`config.mk`:
```
export PLATFORM = sky130hd
export DESIGN_NAME = t_ff_toggle_seq
export DESIGN_NICKNAME = d
export VERILOG_FILES = /design/src/rtl/t_ff_toggle_seq.sv
export SDC_FILE = /design/constraint.sdc
export NUM_CORES = 1
export LEC_CHECK = 0
export ABC_AREA = 1
export BUFFER_PORTS_ARGS = -buffer_cell sky130_fd_sc_hd__clkbuf_2
export CAP_MARGIN = 10
export CORE_MARGIN = 2
export CORE_UTILIZATION = 49
export DETAILED_ROUTE_END_ITERATION = 7
export PLACE_DENSITY_LB_ADDON = 0.2
export SYNTH_ARGS = -nofsm -noshare
export SYNTH_HDL_FRONTEND = slang
export SYNTH_SLANG_ARGS = --single-unit
```
`constraint.sdc`:
```
create_clock -name clk -period 1.3 [get_ports clk]
set_input_delay 0.065 -clock clk [delete_from_list [all_inputs] [get_ports clk]]
set_output_delay 0.065 -clock clk [all_outputs]
set_load 0.02 [all_outputs]
```
`src/rtl/t_ff_toggle_seq.sv`:
```
// Pulse sequencer driving a T flip-flop, with expected-output tracking.
// Optional dout/exp checker enabled by T_FF_TOGGLE_SEQ_CHECK_EN.
module t_ff_toggle_seq #(
    parameter int CNT_W = 8,
    parameter int GAP_W = 4
) (
    input  logic             clk,
    input  logic             rst,
    input  logic             cmd_valid,
    output logic             cmd_ready,
    input  logic [CNT_W-1:0] cmd_cnt,
    input  logic [GAP_W-1:0] cmd_gap,
    input  logic             abort,
    output logic             din_t,
    input  logic             dout_q,
    output logic             busy,
    output logic             done,
    output logic             exp_q,
    output logic             err
);

    typedef enum logic [1:0] {
        S_IDLE,
        S_TOGGLE,
        S_GAP,
        S_DONE
    } state_e;

    localparam logic [CNT_W-1:0] REM_ONE  = 1;
    localparam logic [CNT_W-1:0] REM_ZERO = 0;
    localparam logic [GAP_W-1:0] GAP_ONE  = 1;
    localparam logic [GAP_W-1:0] GAP_ZERO = 0;

    state_e           state_q;
    logic [CNT_W-1:0] rem_q;
    logic [GAP_W-1:0] gap_q;
    logic [GAP_W-1:0] gcnt_q;
    logic             exp_r_q;

    assign cmd_ready = (state_q == S_IDLE);
    assign din_t     = (state_q == S_TOGGLE);
    assign busy      = (state_q == S_TOGGLE) || (state_q == S_GAP);
    assign done      = (state_q == S_DONE);
    assign exp_q     = exp_r_q;

    always_ff @(posedge clk) begin
        if (rst) begin
            state_q <= S_IDLE;
            rem_q   <= REM_ZERO;
            gap_q   <= GAP_ZERO;
            gcnt_q  <= GAP_ZERO;
            exp_r_q <= 1'b0;
        end else begin
            unique case (state_q)
                S_IDLE: begin
                    // Resync to the T-FF so a fresh command starts aligned.
                    exp_r_q <= dout_q;
                    if (cmd_valid) begin
                        rem_q   <= cmd_cnt;
                        gap_q   <= cmd_gap;
                        state_q <= (cmd_cnt == REM_ZERO) ? S_DONE : S_TOGGLE;
                    end
                end
                S_TOGGLE: begin
                    exp_r_q <= ~exp_r_q;
                    rem_q   <= rem_q - REM_ONE;
                    if (rem_q == REM_ONE || abort) begin
                        state_q <= S_DONE;
                    end else if (gap_q == GAP_ZERO) begin
                        state_q <= S_TOGGLE;
                    end else begin
                        state_q <= S_GAP;
                        gcnt_q  <= gap_q;
                    end
                end
                S_GAP: begin
                    gcnt_q <= gcnt_q - GAP_ONE;
                    if (abort) begin
                        state_q <= S_DONE;
                    end else if (gcnt_q == GAP_ONE) begin
                        state_q <= S_TOGGLE;
                    end
                end
                S_DONE: begin
                    state_q <= S_IDLE;
                end
                default: begin
                    state_q <= S_IDLE;
                end
            endcase
        end
    end

`ifdef T_FF_TOGGLE_SEQ_CHECK_EN
    logic err_q;
    logic mis;

    assign mis = (state_q != S_IDLE) && (dout_q != exp_r_q);

    always_ff @(posedge clk) begin
        if (rst) begin
            err_q <= 1'b0;
        end else if (state_q == S_IDLE && cmd_valid) begin
            err_q <= 1'b0;
        end else if (mis) begin
            err_q <= 1'b1;
        end
    end

    // Live mismatch is flagged immediately; err_q keeps it sticky.
    assign err = err_q | mis;
`else
    assign err = 1'b0;
`endif

endmodule

```
Yosys cells after proc, flatten, opt, wreduce, memory -nomap -nowiden
Index checks and enable logic that the tools add are counted.
Widths: inputs -> output; s select.

word-level totals
  register bits = 19
  bits of input ports = 17
  output and inout bits = 6
  word-level logic and storage cells = 41

cells by class
  add/sub/neg operators = 2
  equality and inequality tests = 9
  multiplexer cells = 13
  bitwise operators = 1
  reduce and logical (&&, ||, !) cells = 11

operators with widths
  operator             number
  $pmux 8 s2           1
  $mux 2               6
  $eq 8x1->1 const B   1
  $logic_not 8->1      1
  $mux 4               2
  $mux 8               1
  $pmux 2 s4           1
  $pmux 4 s2           1
  $sub 8x1->8 const B  1
  $ne 2x2->1 const B   3
  $reduce_and 2->1     3
  $eq 2x2->1 const B   2
  $eq 4x1->1 const B   1
  $logic_not 4->1      1
  $reduce_bool 2->1    2
  $sub 4x1->4 const B  1
  $ne 3x2->1 const B   1
  $reduce_and 3->1     1
  $eq 2x1->1 const B   1
  $logic_not 2->1      1
  $logic_or 1x1->1     2
  $pmux 1 s2           1
  $not 1->1            1

Depth between registers and ports, before layout
  depth after elaboration = 4
  mapped depth = 10
  gate-level depth less buffers = 10

Least setup slack after synthesis
Ideal clock, no wire load.

  path kind = register to register
  start = register state_q[0]
  end = register rem_q[5]
  setup time = 0.129 ns
  arrival time = 1.426 ns
  required time = 1.171 ns
  slack = -0.255 ns
  cell stages (with the launch flop) = 10
  path buffers = 1
  period minus slack after synthesis = 1.555 ns
  cells stage by stage = dfxtp_1 inv_1 ha_1 nand2_4 clkinv_4 nor2_2 buf_6 a21oi_2 o21ai_1 a21oi_2

between the ends
  word-level cells in the longest chain between the ends = 3
  elaborated cells between the ends (all ways) = 6
  classes of those cells = eq/ne: 2; mux: 1; reduce/logical: 3

ends and longest elaborated chain
  item                                                              line  text
  start: declaration                                                34    state_e state_q;
  start signal: assignment                                          61    state_q <= (cmd_cnt == REM_ZERO) ? S_DONE : S_TOGGLE;
  $logic_not 2->1 *                                                 -
  net cmd_ready                                                     10    output logic cmd_ready,
  $ne 2x2->1 (no line) / $reduce_bool 2->1 (equally long branches)  -
  $reduce_and 2->1 (no line)                                        -
  end signal: assignment                                            59    rem_q <= cmd_cnt;
  end signal: assignment                                            66    rem_q <= rem_q - REM_ONE;
  end: declaration                                                  35    logic [CNT_W-1:0] rem_q;

The timed path passes the listed nets; every way through them passes the cells marked *.
A chain may end at the register's enable or synchronous reset.

Worst setup path after layout
  start = register state_q[0]
  end = register state_q[1]

between the ends
  word-level cells in the longest chain between the ends = 3
  elaborated cells between the ends (all ways) = 8
  classes of those cells = eq/ne: 5; mux: 1; reduce/logical: 2

ends and longest elaborated chain
  item                                                       line  text
  $eq 2x2->1 / $logic_not 2->1 (equally long branches)       54    unique case (state_q)
  $ne 3x2->1 (no line) / $ne 2x2->1 (equally long branches)  -
  $reduce_and 2->1 (no line)                                 -

Parallel ways exist; a longest one is shown, timed or not.

==> metrics <==
Critical Path AT 1.62 ns; crit path max fanout 4; Clk pin slew, worst setup/hold paths 0.13 ns; setup TNS -0.538 ns; Worst path slowest cell dfxtp_4; H-tree levels 1; warnings from Yosys 0; Core Area 0.00245 mm2; starting density of the core 0.512; ys flop type dfxtp_1; Diodes inserted 0; final hold vios 2; antenna violations before repair 0; post-synth top area share 0.302; Post-Place Worst Slack -0.0887 ns; most frequent cell after synthesis nor2_1; post-route minimum period 1.38 ns; Mean Syn Cell Area 6.58 um2; Yosys reg bits 19; Placer Congestion 0.921; Hold Crit Start cmd_cnt[0]; # fillers 199; crit path from state_q[0]$_SDFFE_PP0P_; Design Area, Final 0.00177 mm2; RSZ-0062 raised after global routing yes; asr flop ratio synth 0; Post-synth EDFFs 0; FF-to-FF setup slack -0.08 ns; reg2reg start state_q[0]$_SDFFE_PP0P_; critical path, cell by cell inv_4 -> ha_2 -> clkinv_2 -> buf_4 -> o31ai_2 -> nor2_1 -> a21oi_1; Post-DRT Antenna Nets 0; die height 54.7 um; PD cells 2670 mW/mm2; cell count along the critical path 7; GR Overflow Total 0; fin cells 267; vias per inst 5.44; Mapped Cells 191; clk_skew 0.0149 ns; area leader, netlist dfxtp_1; IO Pins 23; syn_nets 216; total global-route track usage 0.260; Post-Route WL 3740 um; CP required 1.54 ns; Die W 54.7 um; min-delay worst type input pin to register; peak supply drop 0.00223 V; outcome finished, violations left; Iter 0 DRT Violations 47; worst setup margin -0.0831 ns; Max clock buf depth 2; Leak 0.808 nW; share of layout cells above drive strength 1 0.388; CP endpoint state_q[1]$_SDFFE_PP0P_; first-pass GRT wire length 5560 um; Fmax 723 MHz; # rows 18; setup violators final 16; vias in the first global route 1260; Worst Path Buf+Inv 3; worst hold slack -0.0125 ns; CTS Buf Count 3; Synth top cells by count nor2_1 (33), nand2_1 (32), inv_1 (22); CTS tree done; Nets 263; First-pass DRT Iterations 4; WL/cell 14.0 um; Die ar. 0.00299 mm2; Root Driver clkbuf_4; slowest stage delay, CP 0.39 ns; largest net degree at the start of global routing 13; vias 1452; Cells after DPL 254; synthesized cell area 0.00126 mm2; delay-heaviest family, CP flip-flops; fin. max-slew vios 0; distinct cell type count after synthesis 32; top post-synthesis cells by area dfxtp_1 (30%), nor2_1 (9.9%), nand2_1 (9.6%); failing checks negative hold slack, negative setup slack; Worst Setup Start Kind register; Final Util 0.720; reg2reg end state_q[1]$_SDFFE_PP0P_; max cap viols 0; clock sink total 19; Worst setup EP type register; Placed Instance Area 0.00155 mm2; Reg2Reg Depth 7; WS Path Type register to register; DR DRC count 0; Final period util 1.06; worst-skew pair later-pin latency 0.32 ns; register area share after synthesis 0.302; port buffer count 21; synthesis-to-finish area growth 40.5%; DP HPWL 2490 um
-- worst reg2reg max path, cell delays in order (launching register included) --
cell and delay (ns):
dfxtp_4 0.39, inv_4 0.07, ha_2 0.20, clkinv_2 0.08, buf_4 0.14, o31ai_2 0.21, nor2_1 0.08, a21oi_1 0.15
-- placed cells by master (no fill, tap or decap), types with 2 or more instances in the layout --
master,synthesis,routed
nand2_1,32,30
ha_4,0,2
a21oi_4,0,2
inv_1,22,18
nor2_4,0,3
a21oi_1,15,14
o21ai_2,1,3
buf_4,2,25
a21oi_2,4,3
nor2_1,33,26
nand3_1,12,11
ha_1,8,4
dfxtp_1,19,13
o21ai_1,4,4
a211oi_1,2,2
nor2_2,1,5
o21ai_0,14,11
buf_6,1,2
inv_2,2,2
clkbuf_2,0,18
inv_4,0,4
nand2_2,1,3
dfxtp_4,0,2
ha_2,0,2
clkinv_2,0,2
nand4_1,3,3
clkbuf_4,0,3
dfxtp_2,0,4
-- stage by stage --
stage	total power, mW	hold slack [ns]
after global routing	5.08	0.000603
final	4.72	-0.0125
after global placement	3.62	0.321
after CTS	4.17	0.000946
after detailed placement	3.69	0.325
after floorplan	2.87	0.224
-- sequential cells by signal (all words and copies together) (netlist names) --
signal	cells
gap_q	4
exp_q	1
gcnt_q	4
rem_q	8
state_q	2
-- layout make-up --
type | count | area (um2) | area share
inverter | 26 | 114 | 0.0644
sequential | 19 | 393 | 0.222
multi-input combinational | 140 | 850 | 0.481
timing repair buffer | 48 | 345 | 0.195
tap | 30 | 37.5 | 0.0212
clock buffer | 3 | 22.5 | 0.0127
clock inverter | 1 | 5.00 | 0.00283
-- power breakdown --
group          internal, mW  total (mW)  leakage (nW)  switching, mW
logic                  1.52        3.33         0.631           1.81
clock network         0.115       0.323        0.0177          0.208
registers             0.831        1.06         0.160          0.232
total                  2.46        4.72         0.808           2.25
-- metal layers --
layer	share of wire	up-vias	GRT usage	wire [um]
met5	0	-	0	0
met4	0.017	0	0.0542	65
met3	0.069	10	0.0710	259
met2	0.48	57	0.425	1800
met1	0.43	674	0.340	1610
li1	-	711	-	-
-- worst min path at each step --
stage / endpoint / slack, ns / cells after the start
2_1_floorplan: rem_q[0]$_SDFFE_PP0P_ / 0.22 / 2
3_3_place_gp: gap_q[2]$_SDFFE_PP0P_ / 0.32 / 3
3_5_place_dp: gap_q[2]$_SDFFE_PP0P_ / 0.32 / 3
4_1_cts: gap_q[3]$_SDFFE_PP0P_ / 0.0009 / 3
5_1_grt: rem_q[0]$_SDFFE_PP0P_ / 0.0006 / 3
6_report: rem_q[0]$_SDFFE_PP0P_ / -0.01 / 3
-- cells by family after synthesis --
family,share of synthesized area
AO/OA/AOI/OAI,0.202
adder cells (fa/ha/maj),0.0796
buffers and inverters,0.113
AND/OR/NAND/NOR,0.286
other,0.00298
flip-flops,0.302
XOR/XNOR,0.0139
-- what timing repair did --
action	in CTS	in global routing
pin swaps	6	19
hold endpoints to repair	1	0
gates cloned	0	0
buffers inserted	3	5
gates resized for setup	13	31
hold buffers	1	0
endpoints found under the setup margin	14	21
Power figures use the tool's default switching activity.
